$ cat src/rtl/hazard_if.sv
// Hazard controller bus: pipeline-side hazard inputs and the enable/clear/MDU status outputs.
interface hazard_if;
    logic [4:0] rs_d;
    logic [4:0] rt_d;
    logic       branch_d;
    logic       pcsrc_d;
    logic [4:0] rt_e;
    logic [4:0] writereg_e;
    logic       memtoreg_e;
    logic       regwrite_e;
    logic [4:0] writereg_m;
    logic       memtoreg_m;
    logic [1:0] mdu_op_e;
    logic       en_f;
    logic       en_d;
    logic       en_e;
    logic       en_m;
    logic       clr_d;
    logic       clr_e;
    logic       clr_m;
    logic       mdu_busy;
    logic       mdu_done;

    modport master (
        output rs_d, rt_d, branch_d, pcsrc_d, rt_e, writereg_e, memtoreg_e, regwrite_e,
               writereg_m, memtoreg_m, mdu_op_e,
        input  en_f, en_d, en_e, en_m, clr_d, clr_e, clr_m, mdu_busy, mdu_done
    );

    modport slave (
        input  rs_d, rt_d, branch_d, pcsrc_d, rt_e, writereg_e, memtoreg_e, regwrite_e,
               writereg_m, memtoreg_m, mdu_op_e,
        output en_f, en_d, en_e, en_m, clr_d, clr_e, clr_m, mdu_busy, mdu_done
    );
endinterface

$ cat src/rtl/hazard_ctrl.sv
// Pipeline hazard controller: load-use/branch stalls, taken-branch flush, and a multi-cycle
// MDU stall sequencer that holds F/D/E while injecting bubbles into M.
module hazard_ctrl #(
    parameter int unsigned MUL_LAT = 4,
    parameter int unsigned DIV_LAT = 32,
    parameter int unsigned CNT_W   = 6
) (
    input logic      clk,
    input logic      reset,
    hazard_if.slave  bus
);

    typedef enum logic [1:0] {StIdle, StBusy, StDone} state_e;

    state_e           state_q, state_d;
    logic [CNT_W-1:0] cnt_q, cnt_d;
    logic             mdu_start;
    logic             mdu_stall;
    logic             load_use;
    logic             branch_haz;
    logic             e_fwd_hit;
    logic             m_load_hit;

    assign mdu_start = (bus.mdu_op_e == 2'b01) || (bus.mdu_op_e == 2'b10);

    always_ff @(posedge clk) begin
        if (reset) begin
            state_q <= StIdle;
            cnt_q   <= '0;
        end else begin
            state_q <= state_d;
            cnt_q   <= cnt_d;
        end
    end

    // Stall spans the IDLE start cycle plus LAT-1 BUSY cycles, hence the LAT-2 preload.
    always_comb begin
        state_d = state_q;
        cnt_d   = cnt_q;
        case (state_q)
            StIdle: begin
                if (mdu_start) begin
                    state_d = StBusy;
                    cnt_d   = (bus.mdu_op_e == 2'b01) ? CNT_W'(MUL_LAT - 2) : CNT_W'(DIV_LAT - 2);
                end
            end
            StBusy: begin
                if (cnt_q == '0) begin
                    state_d = StDone;
                end else begin
                    cnt_d = cnt_q - 1'b1;
                end
            end
            StDone:  state_d = StIdle;
            default: state_d = StIdle;
        endcase
    end

    assign mdu_stall = !reset && (((state_q == StIdle) && mdu_start) || (state_q == StBusy));

    assign load_use = bus.memtoreg_e && (bus.rt_e != 5'd0) &&
                      ((bus.rt_e == bus.rs_d) || (bus.rt_e == bus.rt_d));

    assign e_fwd_hit  = bus.regwrite_e && (bus.writereg_e != 5'd0) &&
                        ((bus.writereg_e == bus.rs_d) || (bus.writereg_e == bus.rt_d));
    assign m_load_hit = bus.memtoreg_m && (bus.writereg_m != 5'd0) &&
                        ((bus.writereg_m == bus.rs_d) || (bus.writereg_m == bus.rt_d));
    assign branch_haz = bus.branch_d && (e_fwd_hit || m_load_hit);

    always_comb begin
        bus.en_f     = 1'b1;
        bus.en_d     = 1'b1;
        bus.en_e     = 1'b1;
        bus.en_m     = 1'b1;
        bus.clr_d    = 1'b0;
        bus.clr_e    = 1'b0;
        bus.clr_m    = 1'b0;
        bus.mdu_busy = 1'b0;
        bus.mdu_done = 1'b0;
        if (!reset) begin
            if (mdu_stall) begin
                // Hold F/D/E (MDU op stays in E) and push bubbles into M.
                bus.en_f     = 1'b0;
                bus.en_d     = 1'b0;
                bus.en_e     = 1'b0;
                bus.clr_m    = 1'b1;
                bus.mdu_busy = 1'b1;
            end else begin
                bus.mdu_done = (state_q == StDone);
                if (load_use || branch_haz) begin
                    bus.en_f  = 1'b0;
                    bus.en_d  = 1'b0;
                    bus.clr_e = 1'b1;
                end else if (bus.pcsrc_d) begin
                    bus.clr_d = 1'b1;
                end
            end
        end
    end

endmodule

$ cat src/flat_wrapper.sv
// flat-port wrapper written by rule: the top's interface ports become plain ports
module hazard_ctrl_flat 
#(
    parameter int unsigned MUL_LAT = 4,
    parameter int unsigned DIV_LAT = 32,
    parameter int unsigned CNT_W   = 6
)
  (clk, reset, bus_rs_d, bus_rt_d, bus_branch_d, bus_pcsrc_d, bus_rt_e, bus_writereg_e, bus_memtoreg_e, bus_regwrite_e, bus_writereg_m, bus_memtoreg_m, bus_mdu_op_e, bus_en_f, bus_en_d, bus_en_e, bus_en_m, bus_clr_d, bus_clr_e, bus_clr_m, bus_mdu_busy, bus_mdu_done);
  hazard_if bus_i ();
  input logic clk;
  input logic reset;
  input wire logic [$bits(bus_i.rs_d)-1:0] bus_rs_d;
  input wire logic [$bits(bus_i.rt_d)-1:0] bus_rt_d;
  input wire logic [$bits(bus_i.branch_d)-1:0] bus_branch_d;
  input wire logic [$bits(bus_i.pcsrc_d)-1:0] bus_pcsrc_d;
  input wire logic [$bits(bus_i.rt_e)-1:0] bus_rt_e;
  input wire logic [$bits(bus_i.writereg_e)-1:0] bus_writereg_e;
  input wire logic [$bits(bus_i.memtoreg_e)-1:0] bus_memtoreg_e;
  input wire logic [$bits(bus_i.regwrite_e)-1:0] bus_regwrite_e;
  input wire logic [$bits(bus_i.writereg_m)-1:0] bus_writereg_m;
  input wire logic [$bits(bus_i.memtoreg_m)-1:0] bus_memtoreg_m;
  input wire logic [$bits(bus_i.mdu_op_e)-1:0] bus_mdu_op_e;
  output wire logic [$bits(bus_i.en_f)-1:0] bus_en_f;
  output wire logic [$bits(bus_i.en_d)-1:0] bus_en_d;
  output wire logic [$bits(bus_i.en_e)-1:0] bus_en_e;
  output wire logic [$bits(bus_i.en_m)-1:0] bus_en_m;
  output wire logic [$bits(bus_i.clr_d)-1:0] bus_clr_d;
  output wire logic [$bits(bus_i.clr_e)-1:0] bus_clr_e;
  output wire logic [$bits(bus_i.clr_m)-1:0] bus_clr_m;
  output wire logic [$bits(bus_i.mdu_busy)-1:0] bus_mdu_busy;
  output wire logic [$bits(bus_i.mdu_done)-1:0] bus_mdu_done;
  assign bus_i.rs_d = bus_rs_d;
  assign bus_i.rt_d = bus_rt_d;
  assign bus_i.branch_d = bus_branch_d;
  assign bus_i.pcsrc_d = bus_pcsrc_d;
  assign bus_i.rt_e = bus_rt_e;
  assign bus_i.writereg_e = bus_writereg_e;
  assign bus_i.memtoreg_e = bus_memtoreg_e;
  assign bus_i.regwrite_e = bus_regwrite_e;
  assign bus_i.writereg_m = bus_writereg_m;
  assign bus_i.memtoreg_m = bus_memtoreg_m;
  assign bus_i.mdu_op_e = bus_mdu_op_e;
  assign bus_en_f = bus_i.en_f;
  assign bus_en_d = bus_i.en_d;
  assign bus_en_e = bus_i.en_e;
  assign bus_en_m = bus_i.en_m;
  assign bus_clr_d = bus_i.clr_d;
  assign bus_clr_e = bus_i.clr_e;
  assign bus_clr_m = bus_i.clr_m;
  assign bus_mdu_busy = bus_i.mdu_busy;
  assign bus_mdu_done = bus_i.mdu_done;
  hazard_ctrl #(.MUL_LAT(MUL_LAT), .DIV_LAT(DIV_LAT), .CNT_W(CNT_W)) u_core (.clk(clk), .reset(reset), .bus(bus_i));
endmodule
$ cat config.mk
export PLATFORM = sky130hd
export DESIGN_NAME = hazard_ctrl_flat
export DESIGN_NICKNAME = d
export VERILOG_FILES = /design/src/rtl/hazard_if.sv /design/src/rtl/hazard_ctrl.sv /design/src/flat_wrapper.sv
export SDC_FILE = /design/constraint.sdc
export NUM_CORES = 1
export LEC_CHECK = 0
export BUFFER_PORTS_ARGS = -buffer_cell sky130_fd_sc_hd__buf_2
export CORE_UTILIZATION = 30
export DETAILED_ROUTE_END_ITERATION = 10
export PLACE_DENSITY = 0.58
export SYNTH_ARGS = -nofsm -noshare
export SYNTH_HDL_FRONTEND = slang
export SYNTH_SLANG_ARGS = --single-unit
$ cat constraint.sdc
create_clock -name clk -period 2.5 [get_ports clk]
set_input_delay 0.375 -clock clk [delete_from_list [all_inputs] [get_ports clk]]
set_output_delay 0.375 -clock clk [all_outputs]
set_load 0.02 [all_outputs]
After elaboration in Yosys (flattened, before gate mapping)
Index checks and enable logic that the tools add are counted.
- input port bits: 34
- register bits: 8
- logic and storage cells: 64
- reduce and logical (&&, ||, !) cells: 25
- $add $sub $neg: 1
- equality and inequality tests: 13
- multiplexer cells: 23
- operators by type and width (cell ; number):
    $eq 5x5->1 ; 6
    $mux 1 ; 16
    $reduce_bool 5->1 ; 3
    $mux 6 ; 2
    $pmux 6 s2 ; 1
    $logic_and 1x1->1 ; 9
    $logic_or 1x1->1 ; 7
    $logic_not 6->1 ; 1
    $sub 6x1->6 const B ; 1
    $mux 5 ; 1
    $eq 2x1->1 const B ; 2
    $eq 2x2->1 const B ; 2
    $mux 2 ; 2
    $ne 2x1->1 const B ; 2
    $pmux 2 s2 ; 1
    $reduce_and 3->1 ; 1
    $logic_not 2->1 ; 1
    $ne 2x2->1 const B ; 1
    $reduce_and 2->1 ; 1
    $reduce_bool 2->1 ; 1
    $logic_not 1->1 ; 1

Depth between registers and ports, before layout
Gate-level depths: netlist (run 1).
- depth after elaboration: 9
- depth in mapped cells: 7

Worst setup path before layout (run 1)
OpenSTA, ideal clock, no wires.
- kind: input-to-output
- from: input bus_rt_e[0]
- to: output bus_en_f
- cell stages on the path: 5
- arrival time: 1.857 ns
- required time: 2.125 ns
- setup slack: 0.268 ns
- path buffers: 1
- cells stage by stage: or4_1 -> o21a_1 -> a222oi_1 -> a21o_2 -> buf_4
- word-level cells in the longest chain between the ends: 7
- RTL lines (what ; RTL line ; RTL):
    start, declared ; flat_wrapper.sv:16 ; input wire logic [$bits(bus_i.rt_e)-1:0] bus_rt_e;
    $eq 5x5->1 or $reduce_bool 5->1 (tied branches) ; hazard_ctrl.sv:62, hazard_ctrl.sv:61 ;
    $logic_or 1x1->1 or $logic_and 1x1->1 (tied branches) ; hazard_ctrl.sv:62, hazard_ctrl.sv:61 ;
    $logic_and 1x1->1 * ; hazard_ctrl.sv:61 ; assign load_use = bus.memtoreg_e && (bus.rt_e != 5'd0) &&
    $logic_or 1x1->1 * ; hazard_ctrl.sv:90 ; if (load_use || branch_haz) begin
    $mux 1 * (3 in series) ; n/a ;
    end, declared ; flat_wrapper.sv:23 ; output wire logic [$bits(bus_i.en_f)-1:0] bus_en_f;
Mark *: on every way between the ends. The rest lies on a longest branch, timed or not.

Worst setup path after layout (run 1)
- from: input bus_rt_e[0]
- to: output bus_clr_d
- word-level cells in the longest chain between the ends: 7
- RTL lines (what ; RTL line ; RTL):
    $eq 5x5->1 or $reduce_bool 5->1 (tied branches) ; hazard_ctrl.sv:62, hazard_ctrl.sv:61 ;
    $logic_or 1x1->1 or $logic_and 1x1->1 (tied branches) ; hazard_ctrl.sv:62, hazard_ctrl.sv:61 ;
    $logic_and 1x1->1 * ; hazard_ctrl.sv:61 ;
    $logic_or 1x1->1 * ; hazard_ctrl.sv:90 ;
    $mux 1 * ; hazard_ctrl.sv:90 ;
    $mux 1 * ; hazard_ctrl.sv:81 ; if (mdu_stall) begin
    $mux 1 * ; hazard_ctrl.sv:80 ; if (!reset) begin
    end, declared ; flat_wrapper.sv:27 ; output wire logic [$bits(bus_i.clr_d)-1:0] bus_clr_d;
Marked as above.

==> results of run 1 <==
[power by group]
part           switching [W]  internal (W)  leakage (nW)
registers          0.0000334      0.000162        0.0660
logic               0.000197      0.000168         0.396
clock network      0.0000451     0.0000550        0.0138
total               0.000276      0.000384         0.476
[flip-flops by register name (all words and copies together) (netlist names)]
| register | cells |
|---|---|
| u_core.cnt_q | 6 |
| u_core.state_q | 2 |
[cell families (layout without fill, tap and decap cells)]
group,Yosys count,count (layout),synth area share [%]
compound gates,20,20,15.39
flops,8,8,17.90
fa+ha+maj,3,3,4.196
xor+xnor,32,32,31.33
buf+inv,9,49,5.035
simple gates,47,47,25.74
other cells,1,1,0.4192
[worst max-delay path, stage by stage]
cell and delay (ns):
buf_2 0.12, or4_1 0.51, o21a_1 0.18, a222oi_1 0.42
and3_1 0.21, buf_2 0.15
[stage by stage]
stage / instance area, sq um / hold WS (ns) / worst slack [ns] / std cells / total power (W)
6_report: 1135 / 0.4636 / 0.1427 / 191 / 0.0006599
5_1_grt: 1135 / 0.4753 / 0.002578 / 191 / 0.0007219
2_1_floorplan: 894.6 / 0.4592 / 0.2683 / 120 / 0.0004619
3_5_place_dp: 1112 / 0.4970 / 0.09182 / 188 / 0.0005598
4_1_cts: 1135 / 0.4577 / 0.1043 / 191 / 0.0006623
3_3_place_gp: 1112 / 0.4814 / 0.1463 / 188 / 0.0005541
[layout make-up]
class | instances | area [sq um]
flip-flops and latches | 8 | 160.2
multi-input cells | 103 | 689.4
inverters | 5 | 18.77
well taps | 31 | 38.79
fillers | 296 | 1647
clock buffers | 3 | 22.52
repair buffers | 41 | 205.2
[placed cells by master, fill, tap and decap left out, types with 2 or more instances in the layout]
cell	n
a21oi_1	5
buf_2	41
clkbuf_4	3
dfxtp_1	8
ha_1	3
inv_1	5
nand2_1	11
nand3_1	6
nor2_1	8
nor2b_1	3
nor3_1	9
o21ai_0	3
o22ai_1	3
o311a_1	2
or2_2	3
or3_1	3
xnor2_1	32
[metal layers]
| layer | wire length (um) | vias up | global-route usage, % |
|---|---|---|---|
| li1 | - | 495 | - |
| met1 | 975 | 441 | 18.51 |
| met2 | 1123 | 41 | 26.39 |
| met3 | 179 | 9 | 2.074 |
| met4 | 101 | 0 | 10.45 |
| met5 | 0 | - | 0 |
[path summary, 6_finish.rpt]
check	slack, ns	cells past startpoint	endpoint
worst min register to register	0.50	2	u_core.cnt_q[4]
worst max register to register	0.68	7	u_core.cnt_q[5]
worst min-delay path	0.46	2	u_core.cnt_q[4]
worst max-delay path	0.14	6	bus_clr_d
==> results.cfg, run 1 <==
[outcome]
status = completed

[global_routing]
grt_pass1_vias = 943
grtUsageTotal_pct = 15.73
antenna_found_initial = 0
grt_max_degree = 14
gr-total-overflow = 0
grt_pass1_wl_um = 3974

[worst_setup_path]
critPathMaxFanout = 3
startpoint_type = input pin
critPathArrivalTime_ns = 1.98
startpoint = bus_rt_e[0]
r2r_start = u_core.cnt_q[0]
worst-setup-path-type = input pin to output pin
end_kind = output pin
crit_required_ns = 2.12

[placed_design]
io_buffers = 41
gp_congestion = 0.9090
hpwl_um = 2007

[synthesis]
synth_area_leaders = xnor2_1 31%, dfxtp_1 18%, nor3_1 5.0%
yosys_warnings = 0
syn-num-nets = 157
synth_common_cells = 32 x xnor2_1, 11 x nand2_1, 9 x nor3_1
yosys_register_bits = 8
synth_ff_type = dfxtp_1
yosys.area.top_type = xnor2_1
seq_area_frac_synth_pct = 17.90
synthesis.instances = 120
async_flop_share_pct = 0
synth_edf_count = 0
yosysMostFrequentCell = xnor2_1
synth_top_area_share_pct = 31.33
synth.distinct_cells = 29
syn-cell-area_sq_um = 894.6
synth.avg_cell_area_sq_um = 7.455

[routing]
num_vias = 986
wl_per_cell_um = 12.46
drc = 0
drt-total-wl_um = 2379
ant_nets = 0
via_per_inst = 5.162
drt_iter0_drc = 25
drt_pre_antenna_iters = 6

[clocking]
clockBufferDepth = 2
postCtsResizedCells = 0
worstSkewPairLatency_ns = 0.26
clk_pin_slew_worst_paths_ns = 0.05
cts_tree = done
htreeDepth = 1
cts_inserted_buffers = 3
post_cts_buffers = 0
hold_buffers = 0
cts.sinks = 8
root_buffer = clkbuf_4

[floorplanning]
die_y_um = 56.61
coreArea_sq_um = 2781
rows = 19
fp.dieArea_sq_um = 3204
io_pins = 43
dieWidth_um = 56.61
start_util_pct = 32.16

[sta]
min_period_ns = 2.357
finalSetupTns_ns = 0
finalCritPeriodShare_pct = 94.29
finalHoldViolations = 0
maxSlewViolCount = 0
max_freq_ghz = 0.4242
rsz0062_at_grt = false
setup_viol = 0
skew_ns = 0.004510

[cells_and_area]
nets = 199
areaGrowthSynthToFinish_pct = 26.85
insertedDiodeCount = 0
final_core_util_pct = 40.80
drive_gt1_share_pct = 30.00

[power]
powerDensity_nw_per_um2 = 581.5
ir_drop_uv = 459.2
leakagePower_nw = 0.4759

[job]
maxCapViolations = 0

[hold_path]
hold_path.class = input pin to flop
hold_start = reset
Note: power is estimated with default switching activity, not from simulation.
==> run 2: changes to the inputs <==
- RECOVER_POWER: unset -> 100
==> run 2 against run 1 <==
  * Clock power is essentially flat
  * Total power shrank 0.38%
  * Setup slack is essentially flat
  * Combinational power is essentially flat
  * Die area is the same
  * Flip-flop and latch count is the same
  * Maximum frequency is essentially flat
  * Hold slack is essentially flat
  * Critical path type unchanged
==> results.cfg, run 2 (synthesized netlist as in run 1, its figures left out) <==
[worst_setup_path]
startpoint_type = input pin
crit_required_ns = 2.12
path_cells = buf_2, or4_1, o21a_1, a222oi_1, and3_1, buf_2
cpPeakStageDelay_ns = 0.51
critPathMaxFanout = 3
path_common_cell = buf_2
end_kind = output pin
critPathArrivalTime_ns = 1.98
critPathSlowestCell = or4_1
worst-setup-path-type = input pin to output pin

[floorplanning]
coreArea_sq_um = 2781
start_util_pct = 32.16
die_y_um = 56.61
fp.dieArea_sq_um = 3204
rows = 19
io_pins = 43
dieWidth_um = 56.61

[cells_and_area]
insertedDiodeCount = 0
drive_gt1_share_pct = 26.88
top_register = u_core.cnt_q
layout_common_cells = 34 x buf_2, 32 x xnor2_1, 11 x nand2_1
final_core_util_pct = 40.58
final_common_cell = buf_2
areaGrowthSynthToFinish_pct = 26.15
finalInstanceArea_sq_um = 1129
largest_register_ffs = 6
top_regs = u_core.cnt_q: 6 flops, u_core.state_q: 2 flops
fillers = 295
nets = 199
stdcell_count = 191

[clocking]
clk_pin_slew_worst_paths_ns = 0.05
worstSkewPairLatency_ns = 0.26
post_cts_buffers = 0
cts.sinks = 8
postCtsResizedCells = 0
clockBufferDepth = 2
root_buffer = clkbuf_4
cts_tree = done
cts_inserted_buffers = 3
htreeDepth = 1

[sta]
fin_hold_ws_ns = 0.4631
min_period_ns = 2.358
max_freq_ghz = 0.4241
skew_ns = 0.004558
finalHoldViolations = 0
rsz0062_at_grt = false
finalCritPeriodShare_pct = 94.31
maxSlewViolCount = 0
finalSetupTns_ns = 0
setup_viol = 0

[global_routing]
antenna_found_initial = 0
gr-total-overflow = 0
grt_max_degree = 14
grt_pass1_vias = 943
grtUsageTotal_pct = 15.73
grt_pass1_wl_um = 3974

[power]
p_int_w = 0.0003817
combPwrFrac_pct = 55.2
powerDensity_nw_per_um2 = 582.5
p_sw_share_pct = 41.94
power_frac_clock_pct = 15.2
ir_drop_uv = 458.9
seqPwrFrac_pct = 29.6
leakagePower_nw = 0.4595
switching_power_w = 0.0002758

[routing]
drt_iter0_drc = 24
wl_per_cell_um = 12.48
drt-total-wl_um = 2383
via_per_inst = 5.194
num_vias = 992
drc = 0
drt_pre_antenna_iters = 7
ant_nets = 0

[job]
maxCapViolations = 0

[hold_path]
hold_path.class = input pin to flop

[outcome]
status = completed

[placed_design]
post_dp_cell_area_sq_um = 1112
dp.cells = 188
io_buffers = 41
gp_congestion = 0.9090
hpwl_um = 2007
## run 2: cell types whose count changed in the layout (fill, tap and decap cells not counted), sizes merged
cell,previous run,this run
buf,41,34
clkbuf,3,10
## run 2: critical path, delay by kind of cell
kind	cells	cell delay, ns
AND/OR/NAND/NOR	2	0.72
buffers and inverters	2	0.27
AO/OA/AOI/OAI	2	0.60
## run 2: stage by stage
step                      total power [W]  setup slack, ns
final                           0.0006574           0.1422
after global routing            0.0007199         0.002578
after floorplan                 0.0004619           0.2683
after CTS                       0.0006623           0.1043
after detailed placement        0.0005598          0.09182
after global placement          0.0005541           0.1463
## run 2: area by class of cell
cell class | count | area (sq um) | share of cell area, %
well taps | 31 | 38.79 | 3.437
clock buffers | 3 | 22.52 | 1.996
inverters | 5 | 18.77 | 1.663
flip-flops and latches | 8 | 160.2 | 14.19
multi-input cells | 103 | 689.4 | 61.09
repair buffers | 41 | 198.9 | 17.63
## run 2: worst paths after layout
| path | from | end | slack [ns] | depth (start not counted) |
|---|---|---|---|---|
| hold / removal | reset | u_core.cnt_q[4] | 0.46 | 2 |
| setup / recovery | bus_rt_e[0] | bus_clr_d | 0.14 | 6 |
| setup reg to reg | u_core.cnt_q[0] | u_core.cnt_q[5] | 0.68 | 7 |
| hold reg to reg | u_core.cnt_q[4] | u_core.cnt_q[4] | 0.50 | 2 |
## run 2: metal layers
metal / wire length [um] / vias up / part of all wire, % / track usage, %
met1: 965 / 441 / 40 / 18.51
met3: 197 / 9 / 8.3 / 2.074
met4: 101 / 0 / 4.2 / 10.45
met2: 1118 / 47 / 47 / 26.39
li1: - / 495 / - / -
met5: 0 / - / 0 / 0
## run 2: power by group through the flow
stage	clock network (W)	logic [W]	registers, W
final	0.000100	0.000363	0.000194
after global routing	0.000109	0.000409	0.000201
after CTS	0.000103	0.000366	0.000194
after detailed placement	0	0.000363	0.000197
after global placement	0	0.000359	0.000195
after floorplan	0	0.000274	0.000188
## run 2: repair_timing
action | 4_1_cts | 5_1_grt
hold buffers | 0 | 0
setup endpoints to repair | 0 | 1
endpoints found under the hold margin | 0 | 0
